[src/rtl/riscv_writeback.sv]
// Writeback stage: merges ALU results and formatted LSU loads onto the single register-file write port.
// Optional RISCV_WB_PERF_EN macro adds saturating stall and dropped-load counters.
module riscv_writeback #(
    parameter bit SUPPORT_LOAD_BYPASS = 1'b1
) (
    input  logic        clk_i,
    input  logic        rst_i,
    input  logic        alu_valid_i,
    input  logic [4:0]  alu_rd_i,
    input  logic [31:0] alu_value_i,
    input  logic        lsu_valid_i,
    output logic        lsu_ready_o,
    input  logic [4:0]  lsu_rd_i,
    input  logic [31:0] lsu_data_i,
    input  logic [1:0]  lsu_addr_i,
    input  logic [1:0]  lsu_size_i,
    input  logic        lsu_signed_i,
    output logic [4:0]  rd0_o,
    output logic [31:0] rd0_value_o,
    output logic        wb_pending_o,
    output logic [4:0]  wb_pending_rd_o
`ifdef RISCV_WB_PERF_EN
    ,
    output logic [31:0] stall_cycles_o,
    output logic [15:0] drop_count_o
`endif
);

    localparam int unsigned REG_W  = 5;
    localparam int unsigned XLEN   = 32;
    localparam int unsigned HALF_W = 16;
    localparam int unsigned BYTE_W = 8;

    logic              hold_valid_q, hold_valid_d;
    logic [REG_W-1:0]  hold_rd_q, hold_rd_d;
    logic [XLEN-1:0]   hold_value_q, hold_value_d;
    logic [REG_W-1:0]  rd0_d;
    logic [XLEN-1:0]   rd0_value_d;

    logic              alu_act;
    logic              lsu_acc;
    logic              lsu_drop;
    logic              hold_drop;
    logic              load_keep;
    logic [BYTE_W-1:0] byte_lane;
    logic [HALF_W-1:0] half_lane;
    logic [XLEN-1:0]   load_value;

    // Ready depends only on the holding register, forced low during reset.
    assign lsu_ready_o     = rst_i & ~hold_valid_q;
    assign wb_pending_o    = hold_valid_q;
    assign wb_pending_rd_o = hold_rd_q;

    assign alu_act   = alu_valid_i && (alu_rd_i != '0);
    assign lsu_acc   = lsu_valid_i && lsu_ready_o;
    assign lsu_drop  = lsu_acc && ((lsu_rd_i == '0) || (alu_act && (alu_rd_i == lsu_rd_i)));
    assign hold_drop = hold_valid_q && alu_act && (alu_rd_i == hold_rd_q);
    assign load_keep = lsu_acc && !lsu_drop;

    // Lane extraction and sign/zero extension of the raw load word.
    always_comb begin
        unique case (lsu_addr_i)
            2'd0:    byte_lane = lsu_data_i[7:0];
            2'd1:    byte_lane = lsu_data_i[15:8];
            2'd2:    byte_lane = lsu_data_i[23:16];
            default: byte_lane = lsu_data_i[31:24];
        endcase
        half_lane = lsu_addr_i[1] ? lsu_data_i[31:16] : lsu_data_i[15:0];
        unique case (lsu_size_i)
            2'd0:    load_value = {{(XLEN-BYTE_W){lsu_signed_i & byte_lane[BYTE_W-1]}}, byte_lane};
            2'd1:    load_value = {{(XLEN-HALF_W){lsu_signed_i & half_lane[HALF_W-1]}}, half_lane};
            default: load_value = lsu_data_i;
        endcase
    end

    // Port arbitration: ALU, then held load, then bypassed load.
    always_comb begin
        rd0_d        = '0;
        rd0_value_d  = '0;
        hold_valid_d = hold_valid_q;
        hold_rd_d    = hold_rd_q;
        hold_value_d = hold_value_q;
        if (alu_act) begin
            rd0_d       = alu_rd_i;
            rd0_value_d = alu_value_i;
            if (hold_drop) begin
                hold_valid_d = 1'b0;
                hold_rd_d    = '0;
                hold_value_d = '0;
            end
            if (load_keep) begin
                hold_valid_d = 1'b1;
                hold_rd_d    = lsu_rd_i;
                hold_value_d = load_value;
            end
        end else if (hold_valid_q) begin
            rd0_d        = hold_rd_q;
            rd0_value_d  = hold_value_q;
            hold_valid_d = 1'b0;
            hold_rd_d    = '0;
            hold_value_d = '0;
        end else if (load_keep) begin
            if (SUPPORT_LOAD_BYPASS) begin
                rd0_d       = lsu_rd_i;
                rd0_value_d = load_value;
            end else begin
                hold_valid_d = 1'b1;
                hold_rd_d    = lsu_rd_i;
                hold_value_d = load_value;
            end
        end
    end

    always_ff @(posedge clk_i) begin
        if (!rst_i) begin
            rd0_o        <= '0;
            rd0_value_o  <= '0;
            hold_valid_q <= 1'b0;
            hold_rd_q    <= '0;
            hold_value_q <= '0;
        end else begin
            rd0_o        <= rd0_d;
            rd0_value_o  <= rd0_value_d;
            hold_valid_q <= hold_valid_d;
            hold_rd_q    <= hold_rd_d;
            hold_value_q <= hold_value_d;
        end
    end

`ifdef RISCV_WB_PERF_EN
    // Saturating performance counters.
    always_ff @(posedge clk_i) begin
        if (!rst_i) begin
            stall_cycles_o <= '0;
            drop_count_o   <= '0;
        end else begin
            if (lsu_valid_i && !lsu_ready_o && (stall_cycles_o != '1))
                stall_cycles_o <= stall_cycles_o + 32'd1;
            if ((lsu_drop || hold_drop) && (drop_count_o != '1))
                drop_count_o <= drop_count_o + 16'd1;
        end
    end
`endif

endmodule

[config.mk]
export PLATFORM = sky130hd
export DESIGN_NAME = riscv_writeback
export DESIGN_NICKNAME = d
export VERILOG_FILES = /design/src/rtl/riscv_writeback.sv
export SDC_FILE = /design/constraint.sdc
export NUM_CORES = 1
export LEC_CHECK = 0
export CAP_MARGIN = 5
export CORE_ASPECT_RATIO = 1.25
export CORE_MARGIN = 4
export CORE_UTILIZATION = 49
export DETAILED_ROUTE_END_ITERATION = 10
export PLACE_DENSITY = 0.86
export SLEW_MARGIN = 20
export SYNTH_ARGS = -nofsm -noshare
export SYNTH_HDL_FRONTEND = slang
export SYNTH_SLANG_ARGS = --single-unit
[constraint.sdc]
create_clock -name clk_i -period 4.6 [get_ports clk_i]
set_input_delay 1.38 -clock clk_i [delete_from_list [all_inputs] [get_ports clk_i]]
set_output_delay 1.38 -clock clk_i [all_outputs]
set_load 0.05 [all_outputs]
# ---- Word level (Yosys, flattened, before mapping)
# Cells that the tools add are included.
dict set report word_totals {
  rom_bits 0
  out_inout_bits 44
  latch_bits 0
  word_cells 51
  ff_bits 75
  ramBits 0
  mem_count 0
}
dict set report classes {
  div 0
  n_eq_ne 6
  reduce_logical 17
  bitwise 4
  n_lt_le_gt_ge 0
  shift 0
  n_addsub 0
  multipliers 0
  muxes 19
}
# operator count
set op_table {}
lappend op_table {{$mux 32} 7}
lappend op_table {{$pmux 32 s2} 1}
lappend op_table {{$mux 5} 7}
lappend op_table {{$pmux 8 s3} 1}
lappend op_table {{$mux 16} 1}
lappend op_table {{$eq 5x5->1} 2}
lappend op_table {{$logic_and 1x1->1} 7}
lappend op_table {{$logic_not 5->1} 1}
lappend op_table {{$reduce_bool 5->1} 1}
lappend op_table {{$eq 2x1->1 const B} 2}
lappend op_table {{$logic_not 2->1} 2}
lappend op_table {{$reduce_and 2->1} 2}
lappend op_table {{$reduce_bool 2->1} 2}
lappend op_table {{$and 1x1->1} 3}
lappend op_table {{$ne 3x1->1 const B} 1}
lappend op_table {{$eq 2x2->1 const B} 1}
lappend op_table {{$mux 1} 2}
lappend op_table {{$logic_not 1->1} 1}
lappend op_table {{$logic_or 1x1->1} 1}
lappend op_table {{$not 1->1} 1}

# ---- Logic depth before layout (Yosys ltp)
dict set report depth {
  word_depth 10
  mapped_depth 8
}

# ---- Least setup slack after synthesis
# No wires, ideal clock.
dict set report synth_path {
  path_kind {input -> output}
  startpoint {input port rst_i}
  endpoint {output port lsu_ready_o}
  path_slack_ns 0.729
  path_buffers 2
  required_ns 3.220
  stages 3
  arrival_ns 2.491
  path_cell_list {buf_2 clkbuf_1 nor2b_1}
}
dict set report synth_between {
  elab_chain_len 1
}
# item line
set synth_rtl {}
lappend synth_rtl {{from (decl)} 7} ;# input logic rst_i,
lappend synth_rtl {{$and 1x1->1} 50} ;# assign lsu_ready_o = rst_i & ~hold_valid_q;
lappend synth_rtl {{to (decl)} 12} ;# output logic lsu_ready_o,
# Every way passes these cells.

# ---- Worst setup path after layout
# Ends and elaborated chain as after synthesis.

==> impl_metrics.env <==
export IMPL_worstMarginPinSlew_ns=1.059
export IMPL_dpl_hpwl_um=8390
export IMPL_min_period_ns=3.756
export IMPL_dpl_worst_slack_ns=0.6237
export IMPL_setup_slack_ns=0.8444
export IMPL_setup_violations=0
export IMPL_stdcell_area_sq_mm=0.005264
export IMPL_crit_arrival_ns=2.38
export IMPL_max_slew_margin_pct=29.37
export IMPL_stdcell_count=605
export IMPL_die_x_um=85.74
export IMPL_synthTopCellsByArea="dfxtp_1 41%, mux2i_1 6.5%, a22o_1 5.0%, a21oi_1 3.9%, o221ai_1 3.3%"
export IMPL_postRouteAntennaNets=0
export IMPL_regToRegEndpoint="hold_value_q[30]"
export IMPL_finalPower_mw=1.713
export IMPL_clkSinkCount=75
export IMPL_grt_usage_pct=25.87
export IMPL_worstHoldPathCells=1
export IMPL_hold_path_class="register to register"
export IMPL_grt_pass1_vias=3695
export IMPL_post_dp_cell_area_sq_mm=0.005035
export IMPL_grt_pass1_wl_um=18610
export IMPL_gp_congestion=0.9337
export IMPL_cts_hold_fix_buffers=0
export IMPL_cts_tree="yes"
export IMPL_p_per_area_mw_per_mm2=325.5
export IMPL_synthToLayoutAreaGrowth_pct=42.22
export IMPL_nets=591
export IMPL_synth_edf_count=0
export IMPL_finalMaxSlewViolations=0
export IMPL_synth_seq_area_share_pct=40.57
export IMPL_synth_nets=476
export IMPL_ctsLongestPathBuffers=2
export IMPL_r2r_start="wb_pending_o"
export IMPL_die_area_sq_mm=0.009016
export IMPL_grt_max_degree=45
export IMPL_status="complete, no violations"
export IMPL_ys_seq_elements=75
export IMPL_synth_async_reset_ratio_pct=0
export IMPL_fin_crit_sh_pct=81.64
export IMPL_hp_start="hold_value_q[15]"
export IMPL_ioPinCount=127
export IMPL_rows=35
export IMPL_utilization_pct=71.55
export IMPL_rsz0062_at_grt="no"
export IMPL_finClkSkew_ns=0.009127
export IMPL_ys_warn_count=0
export IMPL_crit_fanout=3
export IMPL_clockRootBuffer="clkbuf_8"
export IMPL_drive_gt1_share_pct=9.357
export IMPL_vias=3611
export IMPL_synthCells=393
export IMPL_path_class="primary input to output pin"
export IMPL_peakVddDrop_v=0.0002083
export IMPL_hold_viol=0
export IMPL_yosys_area_top_type="dfxtp_1"
export IMPL_dp_cells=589
export IMPL_drc=0
export IMPL_crit_path_start_kind="primary input"
export IMPL_detail_route_wl_per_cell_um=18.76
export IMPL_power_leakage_nw=1.995
export IMPL_first_pass_iters=4
export IMPL_viasPerCell=5.969
export IMPL_tns_ns=0
export IMPL_synth_area_sq_mm=0.003701
export IMPL_r2r_slack_ns=1.86
export IMPL_worstHoldEndpoint="hold_value_q[15]"
export IMPL_drv_cap=0
export IMPL_antenna_cells=0
export IMPL_die_h_um=105.2
export IMPL_post_cts_setup_buffers=0
export IMPL_endpoint_kind="output pin"
export IMPL_synth_top_area_share_pct=40.57
export IMPL_cts_made_buffers=9
export IMPL_synthFlopType="dfxtp_1"
export IMPL_clkLatencyLatePin_ns=0.35
export IMPL_initial_core_util_pct=50.31
export IMPL_mostFrequentLayoutCells="125 x clkdlybuf4s50_1, 74 x dfxtp_1, 29 x a21oi_1, 27 x nor2_1, 24 x mux2i_1"
export IMPL_mostFrequentLayoutCell="clkdlybuf4s50_1"
export IMPL_coreArea_sq_mm=0.007357
export IMPL_whs_ns=0.4737
export IMPL_antenna_found_initial=0
export IMPL_path_clk_slew_ns=0.08
export IMPL_wirelength_um=11350
export IMPL_ys_types=56
export IMPL_io_buffers=126
export IMPL_h_tree_depth=3
export IMPL_overflow=0
export IMPL_rr_worst_depth=5
export IMPL_cp_required_ns=3.22
export IMPL_max_freq_mhz=266.3
export IMPL_cts_resized=0
export IMPL_synth_avg_cell_area_sq_um=9.417
export IMPL_drtIter0Drc=264
## Yosys cell counts, types with 2 or more instances
library cell	count
dfxtp_1	75
a21oi_1	29
nor2_1	27
mux2i_1	24
a22o_1	21
clkbuf_1	19
o21ai_0	19
nand2_1	18
a211oi_1	15
o221ai_1	14
nand2b_1	12
inv_1	10
buf_2	9
o21a_1	9
mux2_2	8
nand3b_1	6
o211a_1	6
o211ai_1	6
o2bb2ai_1	6
xnor2_1	6
a221oi_1	5
nor2b_1	4
nor3b_1	4
xor2_1	4
o22ai_1	3
a21o_1	2
a22oi_1	2
and2_1	2
## sequential cells by signal (all words and copies together) (netlist names)
signal,count
rd0_value_o,32
wb_pending_rd_o,5
wb_pending_o,1
rd0_o,5
hold_value_q,32
## how the worst max path moves through the flow
stage                 from               to  slack (ns)  cells past startpoint
2_1_floorplan        rst_i      lsu_ready_o        0.73                      3
3_3_place_gp   alu_rd_i[0]  rd0_value_o[30]        0.68                      6
3_5_place_dp   alu_rd_i[0]  rd0_value_o[18]        0.62                      6
4_1_cts              rst_i      lsu_ready_o        0.86                      3
5_1_grt        alu_rd_i[0]  rd0_value_o[25]        0.79                      6
6_report             rst_i      lsu_ready_o        0.84                      3
## cells by family after synthesis
kind of cell              Yosys count  share of synthesized area (%)
AOI/OAI and AO/OA                 152                          31.24
and+or+nand+nor                    82                          11.49
DFF                                75                          40.57
xor gates and xnor gates           10                          2.366
muxes                              33                          9.534
buffers and inverters              41                          4.801
## report_power, final
group	leakage, nW	internal, mW	switching [mW]
combinational	1.27	0.181	0.241
clock	0.113	0.315	0.272
sequential	0.616	0.686	0.0194
total	2.00	1.18	0.532
## routing by layer
layer	vias up	GRT usage (%)	share of wire, %
met1	1704	30.93	39
met2	169	44.89	51
met5	-	0	0
met3	26	5.047	7.8
li1	1712	-	-
met4	0	10.18	2.8
## worst max-delay path, stage by stage
cell	delay, ns
clkdlybuf4s50_1	0.54
nor2b_1	0.27
buf_12	0.18
## cell type report
cell class	count	area (sq um)
clock buffer	9	123.9
clock inverter	7	105.1
fill	579	2093
inverter	10	37.54
multi-input combinational	277	2028
sequential	75	1503
tap	92	115.1
timing repair buffer	135	1351
No activity file was read; power rests on OpenSTA's default activity.
